## config.mk

```make
export PLATFORM = sky130hd
export DESIGN_NAME = sram_read_streamer_flat
export DESIGN_NICKNAME = d
export VERILOG_FILES = /design/src/rtl/sram_read_streamer_if.sv /design/src/rtl/sram_read_streamer.sv /design/src/flat_wrapper.sv
export SDC_FILE = /design/constraint.sdc
export NUM_CORES = 1
export LEC_CHECK = 0
export BUFFER_PORTS_ARGS = -buffer_cell sky130_fd_sc_hd__clkbuf_2
export CELL_PAD_IN_SITES_DETAIL_PLACEMENT = 1
export CELL_PAD_IN_SITES_GLOBAL_PLACEMENT = 2
export CORE_MARGIN = 8
export CORE_UTILIZATION = 40
export CTS_CLUSTER_SIZE = 25
export DETAILED_ROUTE_END_ITERATION = 10
export PLACE_DENSITY = 0.95
export SYNTH_ARGS = -nofsm -noshare
export SYNTH_HDL_FRONTEND = slang
export SYNTH_SLANG_ARGS = --single-unit
```

## constraint.sdc

```tcl
create_clock -name clk -period 5.5 [get_ports clk]
set_input_delay 0.275 -clock clk [delete_from_list [all_inputs] [get_ports clk]]
set_output_delay 0.275 -clock clk [all_outputs]
set_load 0.02 [all_outputs]
```

## src/rtl/sram_read_streamer_if.sv

```systemverilog
// Command, SRAM read-port and output-stream bundle for sram_read_streamer.
// cmd_stride exists only when SRAM_READ_STREAMER_STRIDE_EN is defined.
interface sram_read_streamer_if #(
  parameter int ADDR_W = 14,
  parameter int DATA_W = 16
);
  logic              cmd_valid;
  logic              cmd_ready;
  logic [ADDR_W-1:0] cmd_addr;
  logic [ADDR_W:0]   cmd_len;
`ifdef SRAM_READ_STREAMER_STRIDE_EN
  logic [ADDR_W-1:0] cmd_stride;
`endif
  logic [ADDR_W-1:0] sram_address;
  logic              sram_chipselect;
  logic              sram_write;
  logic [DATA_W/8-1:0] sram_byteenable;
  logic              sram_clken;
  logic [DATA_W-1:0] sram_readdata;
  logic              out_valid;
  logic              out_ready;
  logic [DATA_W-1:0] out_data;
  logic              out_last;

  modport master (
    input  cmd_valid, cmd_addr, cmd_len,
`ifdef SRAM_READ_STREAMER_STRIDE_EN
    input  cmd_stride,
`endif
    input  sram_readdata, out_ready,
    output cmd_ready, sram_address,
    output sram_chipselect, sram_write,
    output sram_byteenable, sram_clken,
    output out_valid, out_data, out_last
  );

  modport slave (
    output cmd_valid, cmd_addr, cmd_len,
`ifdef SRAM_READ_STREAMER_STRIDE_EN
    output cmd_stride,
`endif
    output sram_readdata, out_ready,
    input  cmd_ready, sram_address,
    input  sram_chipselect, sram_write,
    input  sram_byteenable, sram_clken,
    input  out_valid, out_data, out_last
  );
endinterface

```

## src/rtl/sram_read_streamer.sv

```systemverilog
// Streams a block of SRAM words (1-cycle read port) into a credit-limited FIFO.
// Define SRAM_READ_STREAMER_STRIDE_EN to add a per-command address stride.
module sram_read_streamer #(
  parameter int ADDR_W     = 14,
  parameter int DATA_W     = 16,
  parameter int FIFO_DEPTH = 4
) (
  input  logic clk,
  input  logic reset_n,
  sram_read_streamer_if.master bus,
  output logic busy,
  output logic done
);
  localparam int PW = $clog2(FIFO_DEPTH);
  localparam int CW = PW + 1;
  localparam logic [1:0] IDLE  = 2'd0;
  localparam logic [1:0] RUN   = 2'd1;
  localparam logic [1:0] DRAIN = 2'd2;
  localparam logic [ADDR_W:0] ONE = 1;

  logic [1:0]        state;
  logic              live;
  logic [ADDR_W-1:0] addr;
  logic [ADDR_W-1:0] stride;
  logic [ADDR_W:0]   rem;
  logic              pend;
  logic              pend_last;
  logic [PW-1:0]     wp;
  logic [PW-1:0]     rp;
  logic [CW-1:0]     count;
  logic [CW-1:0]     credit;
  logic [DATA_W:0]   mem [FIFO_DEPTH];
  logic              accept;
  logic              issue;
  logic              pop;
  logic              head_last;

  assign bus.cmd_ready = live & (state == IDLE);
  assign accept = bus.cmd_valid & bus.cmd_ready;

  // Occupancy plus the read in flight may never exceed the FIFO size.
  assign credit = count + CW'(pend);
  assign issue  = (state == RUN)
                & (credit < CW'(FIFO_DEPTH));

  assign bus.sram_address    = addr;
  assign bus.sram_chipselect = issue;
  assign bus.sram_write      = 1'b0;
  assign bus.sram_byteenable = '1;
  assign bus.sram_clken      = 1'b1;

  assign head_last     = mem[rp][DATA_W];
  assign bus.out_valid = (count != '0);
  assign bus.out_data  = mem[rp][DATA_W-1:0];
  assign bus.out_last  = bus.out_valid & head_last;
  assign pop           = bus.out_valid & bus.out_ready;

  assign busy = (state != IDLE);

`ifdef SRAM_READ_STREAMER_STRIDE_EN
  always_ff @(posedge clk) begin
    if (!reset_n)
      stride <= '0;
    else if (accept)
      stride <= bus.cmd_stride;
  end
`else
  assign stride = ADDR_W'(1);
`endif

  always_ff @(posedge clk) begin
    if (reset_n && pend)
      mem[wp] <= {pend_last, bus.sram_readdata};
  end

  always_ff @(posedge clk) begin
    if (!reset_n) begin
      state     <= IDLE;
      live      <= 1'b0;
      addr      <= '0;
      rem       <= '0;
      pend      <= 1'b0;
      pend_last <= 1'b0;
      wp        <= '0;
      rp        <= '0;
      count     <= '0;
      done      <= 1'b0;
    end else begin
      live      <= 1'b1;
      done      <= 1'b0;
      pend      <= issue;
      pend_last <= issue & (rem == ONE);
      if (pend)
        wp <= wp + PW'(1);
      if (pop)
        rp <= rp + PW'(1);
      count <= count + CW'(pend) - CW'(pop);
      unique case (1'b1)
        (state == IDLE): begin
          if (accept) begin
            addr <= bus.cmd_addr;
            rem  <= bus.cmd_len;
            if (bus.cmd_len == '0)
              done <= 1'b1;
            else
              state <= RUN;
          end
        end
        (state == RUN): begin
          if (issue) begin
            addr <= addr + stride;
            rem  <= rem - ONE;
            if (rem == ONE)
              state <= DRAIN;
          end
        end
        (state == DRAIN): begin
          if (pop && head_last) begin
            state <= IDLE;
            done  <= 1'b1;
          end
        end
        default: state <= IDLE;
      endcase
    end
  end
endmodule

```

## src/flat_wrapper.sv

```systemverilog
// flat-port wrapper written by rule: the top's interface ports become plain ports
module sram_read_streamer_flat 
#(
  parameter int ADDR_W     = 14,
  parameter int DATA_W     = 16,
  parameter int FIFO_DEPTH = 4
)
  (clk, reset_n, busy, done, bus_cmd_valid, bus_cmd_addr, bus_cmd_len, bus_sram_readdata, bus_out_ready, bus_cmd_ready, bus_sram_address, bus_sram_chipselect, bus_sram_write, bus_sram_byteenable, bus_sram_clken, bus_out_valid, bus_out_data, bus_out_last);
  sram_read_streamer_if #(.ADDR_W(ADDR_W), .DATA_W(DATA_W)) bus_i ();
  input  logic clk;
  input  logic reset_n;
  output logic busy;
  output logic done;
  input wire logic [$bits(bus_i.cmd_valid)-1:0] bus_cmd_valid;
  input wire logic [$bits(bus_i.cmd_addr)-1:0] bus_cmd_addr;
  input wire logic [$bits(bus_i.cmd_len)-1:0] bus_cmd_len;
  input wire logic [$bits(bus_i.sram_readdata)-1:0] bus_sram_readdata;
  input wire logic [$bits(bus_i.out_ready)-1:0] bus_out_ready;
  output wire logic [$bits(bus_i.cmd_ready)-1:0] bus_cmd_ready;
  output wire logic [$bits(bus_i.sram_address)-1:0] bus_sram_address;
  output wire logic [$bits(bus_i.sram_chipselect)-1:0] bus_sram_chipselect;
  output wire logic [$bits(bus_i.sram_write)-1:0] bus_sram_write;
  output wire logic [$bits(bus_i.sram_byteenable)-1:0] bus_sram_byteenable;
  output wire logic [$bits(bus_i.sram_clken)-1:0] bus_sram_clken;
  output wire logic [$bits(bus_i.out_valid)-1:0] bus_out_valid;
  output wire logic [$bits(bus_i.out_data)-1:0] bus_out_data;
  output wire logic [$bits(bus_i.out_last)-1:0] bus_out_last;
  assign bus_i.cmd_valid = bus_cmd_valid;
  assign bus_i.cmd_addr = bus_cmd_addr;
  assign bus_i.cmd_len = bus_cmd_len;
  assign bus_i.sram_readdata = bus_sram_readdata;
  assign bus_i.out_ready = bus_out_ready;
  assign bus_cmd_ready = bus_i.cmd_ready;
  assign bus_sram_address = bus_i.sram_address;
  assign bus_sram_chipselect = bus_i.sram_chipselect;
  assign bus_sram_write = bus_i.sram_write;
  assign bus_sram_byteenable = bus_i.sram_byteenable;
  assign bus_sram_clken = bus_i.sram_clken;
  assign bus_out_valid = bus_i.out_valid;
  assign bus_out_data = bus_i.out_data;
  assign bus_out_last = bus_i.out_last;
  sram_read_streamer #(.ADDR_W(ADDR_W), .DATA_W(DATA_W), .FIFO_DEPTH(FIFO_DEPTH)) u_core (.clk(clk), .reset_n(reset_n), .bus(bus_i), .busy(busy), .done(done));
endmodule
```

After elaboration in Yosys (flattened, before gate mapping) --
Memory sizes are Yosys's and may differ from the RTL's. A register that Yosys moved wholly into a read port is not among the register bits. Index checks and enable logic that the tools add are counted.
Cells by class: add/sub/neg operators 6, multipliers 0, div/mod/pow operators 0, order comparisons 1, equal/unequal tests 8, shifts and indexed selects 0, muxes and demuxes 21, bitwise gates (word level) 6, reductions and logical operators 9
Operators by type and width (count):
- $mux 15 | 2
- $pmux 15 s2 | 1
- $mux 14 | 2
- $pmux 14 s2 | 1
- $eq 15x1->1 const B | 1
- $logic_not 15->1 | 1
- $sub 15x1->15 const B | 1
- $add 14x1->14 const B | 1
- $mux 2 | 7
- $and 1x1->1 | 6
- $mux 1 | 6
- $ne 2x1->1 const B | 3
- $pmux 2 s3 | 1
- $reduce_and 5->1 | 1
- $add 2x1->2 const B | 2
- $ne 2x2->1 const B | 2
- $reduce_bool 2->1 | 2
- $add 3x1->3 | 1
- $lt 3x3->1 const B | 1
- $reduce_and 3->1 | 1
- $reduce_bool 3->1 | 1
- $sub 3x1->3 | 1
- $eq 2x1->1 const B | 1
- $eq 2x2->1 const B | 1
- 3 further kinds | 4
Word-level totals: register bits 42, latch bits 0, RAM bits 68, ROM bits 0, input port bits 49, output and inout bits 40, logic and storage cells 62, memories 1
Memories:
- u_core.mem | depth 4, bits a word 17, rd ports 1, clocked after Yosys merged registers in 1, wr ports 1, line sram_read_streamer.sv:32 | logic [DATA_W:0] mem [FIFO_DEPTH];

Longest topological paths before layout --
Gate-level depths: netlist (run 1).
depth in word-level cells 5, depth in mapped cells 8, mapped depth without buffers 6

Worst setup path after synthesis (run 1) --
Ideal clock, no wire load.
kind register -> register, start point register u_core.pend, end point register u_core.addr[13], in the netlist u_core.bus.sram_address[13], setup time 0.078 ns, arrival 1.877 ns, required time 5.422 ns, slack 3.545 ns, stages on the path, launching flop included 7, path buffers 0, period minus slack after synthesis 1.955 ns, path through dfxtp_1 ha_1 ha_1 xor2_1 nor2_1 and4_1 nor3_1
On the way: longest elaborated chain between the ends 5
RTL lines:
- from (decl) | line sram_read_streamer.sv:26 | logic pend;
- from (signal assigned) | line sram_read_streamer.sv:91 | pend <= issue;
- $add 3x1->3 | line sram_read_streamer.sv:42 | assign credit = count + CW'(pend);
- $lt 3x3->1 | line sram_read_streamer.sv:44 | & (credit < CW'(FIFO_DEPTH));
- $and 1x1->1 | line sram_read_streamer.sv:44
- net bus_sram_chipselect | line flat_wrapper.sv:21 | output wire logic [$bits(bus_i.sram_chipselect)-1:0] bus_sram_chipselect;
- $ne 2x1->1 (no source line)
- $reduce_and 3->1 (no source line)
- to (signal assigned) | line sram_read_streamer.sv:101 | addr <= bus.cmd_addr;
- to (signal assigned) | line sram_read_streamer.sv:111 | addr <= addr + stride;
- to (decl) | line sram_read_streamer.sv:23 | logic [ADDR_W-1:0] addr;
The timed path passes the listed nets, and every way through them passes these cells. A chain may end at the register's enable or synchronous reset.

Final worst setup path (run 1) --
start point register u_core.state[0], end point register u_core.rem[0]
On the way: longest elaborated chain between the ends 5, elaborated cells on any way between the ends 10, those cells by class eq/ne (3); mux (1); bitwise (3); reduce/logical (3)
RTL lines:
- from (decl) | line sram_read_streamer.sv:21 | logic [1:0] state;
- from (signal assigned) | line sram_read_streamer.sv:78 | state <= IDLE;
- from (signal assigned) | line sram_read_streamer.sv:106 | state <= RUN;
- from (signal assigned) | line sram_read_streamer.sv:114 | state <= DRAIN;
- $logic_not 2->1 | line sram_read_streamer.sv:38, sram_read_streamer.sv:99
- $and 1x1->1 | line sram_read_streamer.sv:38 | assign bus.cmd_ready = live & (state == IDLE);
- $and 1x1->1 | line sram_read_streamer.sv:39 | assign accept = bus.cmd_valid & bus.cmd_ready;
- $ne 2x1->1 (no source line)
- $reduce_and 3->1 (no source line)
- to (signal assigned) | line sram_read_streamer.sv:102 | rem <= bus.cmd_len;
- to (signal assigned) | line sram_read_streamer.sv:112 | rem <= rem - ONE;
- to (decl) | line sram_read_streamer.sv:25 | logic [ADDR_W:0] rem;
Parallel ways exist; a longest one is shown, timed or not.

==> results.md, run 1 <==
- Worst path cell trace: nand2b_1, o21ai_2, buf_4, o21ai_0, a221oi_1
- RSZ-0062 raised after global routing: no
- Final setup violation count: 0
- CTS tree: built
- Via-to-Cell Ratio: 5.68
- Setup crit start: u_core.state[0]
- WHS: approximately 0.13 ns
- Worst-path clk slew: ~0.080 ns
- Hold Vio Cnt, Final: 0
- Hold EP: u_core.mem[2][10]
- Sw Ratio: 0.406
- Internal Power: about 1800 uW
- Finished Core Util: 0.472
- Cells resized by post-CTS repair: 0
- Number of I/O port buffers: 84
- Vias: between 3000 and 4000
- Worst path slowest cell: dfxtp_1
- Routed wire length: ~13000 um
- TNS Setup: 0 ns
- Post-synth EDFFs: 68
- Total power: 3060 uW
- # IOs: 89
- HP Start: bus_sram_readdata[10]
- Minimum clock period after layout: 3.47 ns
- Reg2reg setup slack: between 2 and 2.5 ns
- Worst setup SP type: flop
- Max_slew headroom: 0.289
- Psw: between 1000 and 1500 uW
- Max incr delay on CP: just over 1 ns
- GRT Util Overall: 0.167
- GRT overflow: 0
- Count of cell types in the netlist: 64
- Synth Cell Area: just over 5000 um^2
- # diodes: 0
- Core area: around 12000 um^2
- Avg Cell Area, Syn: approximately 12 um^2
- Die Area: roughly 16000 um^2
- Share of layout cells above drive strength 1: 0.279
- Router iterations before antenna repair: 4
- Gate count of the mapped netlist: ~410
- Synth Register Bits: approximately 110
- Clock latency at the later pin of the worst-skew pair: approximately 0.36 ns
- Worst path top cell family by delay: compound AO/OA/AOI/OAI gates
- Layout overhead on the synthesized area: 16.4%
- First-pass GRT wire length: between 20000 and 25000 um
- Drc violations: 0
- Total CTS buffers: 9
- CP Data Arrival Time: 3.73 ns
- Worst Path Required: roughly 5.8 ns
- Commonest non-fill, non-tap cells in the layout: clkbuf_2 (84), edfxtp_1 (68), dfxtp_1 (44)
- Fill cells: roughly 1400
- CP Capture Type: flop
- Worst Reg-to-Reg Cells: 5
- Synth Flop Type: edfxtp_1
- FF-to-FF Start: u_core.state[0]
- Multi-input gate area: 1970 um^2
- FF-to-FF End: u_core.rem[0]
- Peak supply drop: 0.197 mV
- Seq/Total Area, Yosys: 0.579
- Power share of the clock group: 0.208
- Std cell rows: 41
- Leak: 0.00214 uW
- Antenna viol nets, final: 0
- Hold/Removal Path Class: in -> reg
- Initial antenna violation count: 0
- Total Nets Final: ~540
- Number of global-route vias before repair: ~4000
- Crit path kind: reg -> reg
- Gate power share: 0.393
- Die width: 128 um
- Max-slew violations: 0
- Initial drt markers: between 200 and 300
- Initial Util: 0.405
- Total number of yosys warnings: 0
- Worst-path fanout max: 31
- WP buf/inv: 1
- WL/cell: roughly 20 um
- Htree depth: 3
- Die height: between 100 and 150 um
- PD cells: between 500 and 600 nW/um^2
- Post-route clock period utilization: 0.632
- Largest net degree at the start of global routing: 32
- Cts hold-fix bufs: 0
- Max-cap violation count: 0
- Clock Skew: just over 0.01 ns
- Reg power frac: 0.400
- Outcome: completed
- Hold Path Cell Cnt: 1
- Setup Buffers After CTS: 0
- Fmax: 0.288 GHz
- CTS sink count: ~110
- Root Driver: clkbuf_16
- Commonest non-fill, non-tap cell in the layout: clkbuf_2
- DP HPWL: 9730 um
- Clock Path Buffers: 2
- Sequential standard cell area: between 2000 and 3000 um^2
- Least-Margin Pin Slew: roughly 1.1 ns
- Asr flop ratio synth: 0
- Placer congestion estimate: approximately 0.83
## power groups by stage
stage          Combinational, uW  Sequential [uW]  Clock, uW
3_5_place_dp                1210             1230          0
3_3_place_gp                1160             1220          0
4_1_cts                     1210             1220        638
6_report                    1200             1220        634
5_1_grt                     1310             1240        671
2_1_floorplan                860             1200          0
## per-layer routing
metal | up-vias | wire length, um | share of wire | GRT usage
met5 | - | 0 | 0 | 0
met4 | 0 | 242 | 0.018 | 0.0636
met3 | 19 | 677 | 0.050 | 0.0364
met2 | 88 | 6780 | 0.50 | 0.294
met1 | 1897 | 5770 | 0.43 | 0.196
li1 | 1745 | - | - | -
## registers in the layout, summed over array words and instances, names as in the netlist, named ones only
| register | count |
|---|---|
| u_core.mem | 68 |
| u_core.rem | 15 |
| u_core.bus.sram_address | 14 |
| u_core.count | 3 |
| u_core.rp | 2 |
| u_core.state | 2 |
| u_core.wp | 2 |
| u_core.done | 1 |
| u_core.live | 1 |
| u_core.pend | 1 |
| u_core.pend_last | 1 |
## through the flow
step	cell area, um^2	std cells	worst slack (ns)
finish	5880	660	2.03
CTS	5880	660	2.12
detailed placement	5600	644	2.15
global placement	5600	644	2.27
floorplan	5060	411	3.55
global route	5880	660	1.81
## Yosys cell counts, drive strengths merged (3+ instances only)
| cell | instances | share of area |
|---|---|---|
| a31oi | 7 | 0.0087 |
| and2 | 3 | 0.0037 |
| mux2i | 3 | 0.0059 |
| edfxtp | 68 | 0.40 |
| a41oi | 3 | 0.0052 |
| nand4 | 3 | 0.0037 |
| ha | 11 | 0.027 |
| o31ai | 3 | 0.0045 |
| nor4 | 8 | 0.0099 |
| o32ai | 4 | 0.0069 |
| and4 | 3 | 0.0052 |
| nand3 | 11 | 0.011 |
| mux4 | 17 | 0.076 |
| a21oi | 22 | 0.022 |
| nor3 | 13 | 0.014 |
| nor2 | 28 | 0.021 |
| or3 | 3 | 0.0037 |
| and3 | 8 | 0.0099 |
| inv | 13 | 0.0097 |
| nand2b | 3 | 0.0037 |
| clkbuf | 11 | 0.0082 |
| o21ai | 16 | 0.017 |
| nand2 | 23 | 0.017 |
| o211ai | 3 | 0.0045 |
| a211oi | 11 | 0.016 |
| o221a | 5 | 0.011 |
| buf | 15 | 0.017 |
| dfxtp | 44 | 0.17 |
| or4 | 4 | 0.0082 |
| xnor2 | 4 | 0.0069 |
| o21a | 3 | 0.0045 |
## worst max path at each step
stage | cells after the start | slack (ns) | to
global placement | 5 | 2.27 | u_core.rem[0]
CTS | 5 | 2.12 | u_core.rem[0]
global route | 5 | 1.81 | u_core.rem[0]
finish | 5 | 2.03 | u_core.rem[0]
detailed placement | 5 | 2.15 | u_core.rem[0]
floorplan | 6 | 3.55 | u_core.bus.sram_address[13]
## kinds of logic after synthesis
group / synth area share
compound gates: 0.138
simple gates: 0.128
fa+ha+maj: 0.0272
flops: 0.579
buf+inv: 0.0344
other cells: 0.00149
mux: 0.0817
xor+xnor: 0.0104
## worst register-to-register path: stages, from the launching register on
cell and delay [ns]:
dfxtp_1 1.02, nand2b_1 0.74, o21ai_2 0.93, buf_4 0.31
o21ai_0 0.10, a221oi_1 0.27
## area by class of cell
cell class	count	area share
Clock buffer	9	0.0383
Clock inverter	7	0.0100
Multi-Input combinational cell	260	0.334
Timing Repair Buffer	87	0.0753
Sequential cell	112	0.497
Tap cell	172	0.0366
Inverter	13	0.00830
No activity file was read; power rests on OpenSTA's default activity.
==> inputs of run 2 (changes only) <==
--- a/config.mk
+++ b/config.mk
@@ -9,10 +9,10 @@
 export CELL_PAD_IN_SITES_DETAIL_PLACEMENT = 1
 export CELL_PAD_IN_SITES_GLOBAL_PLACEMENT = 2
 export CORE_MARGIN = 8
-export CORE_UTILIZATION = 40
+export CORE_UTILIZATION = 37
 export CTS_CLUSTER_SIZE = 25
 export DETAILED_ROUTE_END_ITERATION = 10
-export PLACE_DENSITY = 0.95
+export PLACE_DENSITY = 0.91
 export SYNTH_ARGS = -nofsm -noshare
 export SYNTH_HDL_FRONTEND = slang
 export SYNTH_SLANG_ARGS = --single-unit
==> constraint.sdc (replaced) <==
create_clock -name clk -period 3.3 [get_ports clk]
set_input_delay 0.165 -clock clk [delete_from_list [all_inputs] [get_ports clk]]
set_output_delay 0.165 -clock clk [all_outputs]
set_load 0.02 [all_outputs]
==> run 2 against run 1 <==
Routed wire length rose by 0.83%. Count of clock-buffer cells in the layout rose by 1. Cell area rose by 0.70%. Global-route usage fell by 1.1 points. First-iteration DRC count rose by 13%. Clock power rose by 66%. Core utilization fell by 2.6 points. Final cell count rose by 1.5%. Worst hold slack got worse by 0.10 ns. Sequential share of layout area fell by 0.35 points. Critical path depth rose by 1. Die area rose by 7.1%. Highest routed layer unchanged.
==> results.md, run 2 (synthesis gave the netlist of run 1 again) <==
- Worst Reg-to-Reg Cells: 4 (was 5)
- Initial antenna violation count: 0 (unchanged)
- Number of global-route vias before repair: 4029 (was 4043)
- Worst path slowest cell: nor2_1 (was dfxtp_1)
- Pre-CTS WS: 1.29 ns (was 2.15 ns)
- Cells resized by post-CTS repair: 0 (unchanged)
- Vias: 3786 (was 3749)
- PD cells: 869 nW/um^2 (was 520 nW/um^2)
- Die height: 133 um (was 128 um)
- Number of I/O port buffers: 84 (unchanged)
- Worst Path Required: 3.13 ns (was 5.76 ns)
- CP Data Arrival Time: 2.18 ns (was 3.73 ns)
- Most frequent CP cell: ha_1
- Total Nets Final: 549 (was 543)
- Fmax: approximately 0.43 GHz
- DP HPWL: 9770 um (was 9730 um)
- Router iterations before antenna repair: 6 (was 4)
- Initial Util: 0.380 (was 0.405)
- Placer congestion estimate: 0.826 (was 0.827)
- Max incr delay on CP: 0.43 ns (was 1.02 ns)
- CTS sink count: 112 (unchanged)
- CP endpoint: bus_sram_chipselect (was u_core.rem[0])
- Root Driver: clkbuf_16 (unchanged)
- RSZ-0062 raised after global routing: no (unchanged)
- Commonest non-fill, non-tap cell in the layout: clkbuf_2 (unchanged)
- Die width: 133 um (was 128 um)
- Htree depth: 3 (unchanged)
- Post-route non-filler standard cell count: 670 (was 660)
- Total CTS buffers: 9 (unchanged)
- Largest net degree at the start of global routing: 29 (was 32)
- Worst setup SP type: flop (unchanged)
- CP Capture Type: output pin (was flop)
- Core area: 13300 um^2 (was 12500 um^2)
- CTS tree: built (unchanged)
- First-pass GRT wire length: 21900 um (was 21500 um)
- Setup Buffers After CTS: 0 (unchanged)
- Peak supply drop: 0.319 mV (was 0.197 mV)
- FF-to-FF End: u_core.rem[14] (was u_core.rem[0])
- Routed wire length: 13600 um (was 13500 um)
- Worst-path clk slew: 0.07 ns (was 0.08 ns)
- Worst path cell trace: ha_1, ha_1, xor2_1, buf_4, nor2_1, clkbuf_2 (was nand2b_1, o21ai_2, buf_4, o21ai_0, a221oi_1)
- Leak: 0.00216 uW (was 0.00214 uW)
- Hold/Removal Path Class: in -> reg (unchanged)
- Max-slew violations: 0 (unchanged)
- Hold Path Cell Cnt: 1 (unchanged)
- Least-Margin Pin Slew: 0.911 ns (was 1.06 ns)
- Minimum clock period after layout: about 2.3 ns
- Finished Core Util: 0.445 (was 0.472)
- Layout overhead on the synthesized area: 17.2% (was 16.4%)
- Std cell rows: 42 (was 41)
- GRT overflow: 0 (unchanged)
- Max reg flops: 68 (unchanged)
- Initial drt markers: 296 (was 261)
- # IOs: 89 (unchanged)
- Cts hold-fix bufs: 0 (unchanged)
- Clock Path Buffers: 2 (unchanged)
- GRT Util Overall: 0.156 (was 0.167)
- Largest Register: u_core.mem (unchanged)
- Via-to-Cell Ratio: 5.65 (was 5.68)
- Max_slew headroom: 0.392 (was 0.289)
- DP Cell Count: 654 (was 644)
- Drc violations: 0 (unchanged)
- Total power: 5150 uW (was 3060 uW)
- Final setup violation count: 0 (unchanged)
- Clock latency at the later pin of the worst-skew pair: 0.36 ns (about the same)
- Clock Skew: 0.00893 ns (was 0.0102 ns)
- TNS Setup: 0 ns (unchanged)
- Setup crit start: u_core.pend (was u_core.state[0])
- Reg2reg setup slack: 1.26 ns (was 2.03 ns)
- Outcome: completed (unchanged)
- Max-cap violation count: 0 (unchanged)
- Setup WS post-layout: 0.956 ns (was 2.03 ns)
- Post-route clock period utilization: 0.710
- WL/cell: 20.3 um (was 20.4 um)
- Hold Vio Cnt, Final: 0 (unchanged)
- Antenna viol nets, final: 0 (unchanged)
- Worst-path fanout max: 8 (was 31)
- Share of layout cells above drive strength 1: 0.283 (was 0.279)
- Commonest non-fill, non-tap cells in the layout: clkbuf_2 (84), edfxtp_1 (68), dfxtp_1 (44) (unchanged)
- Crit path kind: reg -> out (was reg -> reg)
- Die Area: 17700 um^2 (was 16500 um^2)
- FF-to-FF Start: u_core.rem[4] (was u_core.state[0])
- # diodes: 0 (unchanged)
[run 2: changes by cell type in the layout (fill, tap and decap cells not counted)]
| cell | delta |
|---|---|
| buf_4 | +6 |
| a21oi_2 | -1 |
| a21oi_1 | +1 |
| clkinv_4 | -2 |
| inv_6 | +1 |
| clkbuf_1 | +1 |
[run 2: final cells by class]
cell class              instances  area, um^2
flip-flops and latches        112        2920
repair buffers                 93         488
fillers                      1447        7370
clock buffers                  10         229
multi-input cells             260        1960
well taps                     176         220
inverters                      13        48.8
clock inverters                 6        50.0
[run 2: worst min path at each step]
stage / from / endpoint / slack, ns
floorplan: reset_n / u_core.live / 0.19
global placement: bus_sram_readdata[12] / u_core.mem[1][12] / 0.38
detailed placement: bus_sram_readdata[15] / u_core.mem[3][15] / 0.39
CTS: bus_sram_readdata[12] / u_core.mem[2][12] / 0.02
global route: bus_sram_readdata[10] / u_core.mem[3][10] / 0.02
finish: bus_sram_readdata[15] / u_core.mem[3][15] / 0.03
[run 2: critical path, delay by kind of cell (launching register included)]
family | cells | cell delay [ns]
buffers and inverters | 2 | 0.45
and+or+nand+nor | 1 | 0.43
adders and majority gates | 2 | 0.42
DFF | 1 | 0.38
xor gates and xnor gates | 1 | 0.15
[run 2: per-layer routing]
layer	wire [um]	GRT usage	up-vias	part of all wire
li1	-	-	1759	-
met1	5800	0.185	1896	0.43
met2	6820	0.269	117	0.50
met3	820	0.0454	14	0.060
met4	144	0.0416	0	0.011
met5	0	0	-	0
[run 2: where the power goes]
group          switching (uW)  internal [uW]
combinational            1260            833
clock                     522            526
sequential                288           1710
[run 2: metrics by stage]
stage                     hold WS [ns]  instance area (um^2)
final                           0.0329                  5920
after global placement           0.379                  5640
after floorplan                  0.193                  5060
after CTS                       0.0199                  5920
after global routing            0.0241                  5920
after detailed placement         0.392                  5640
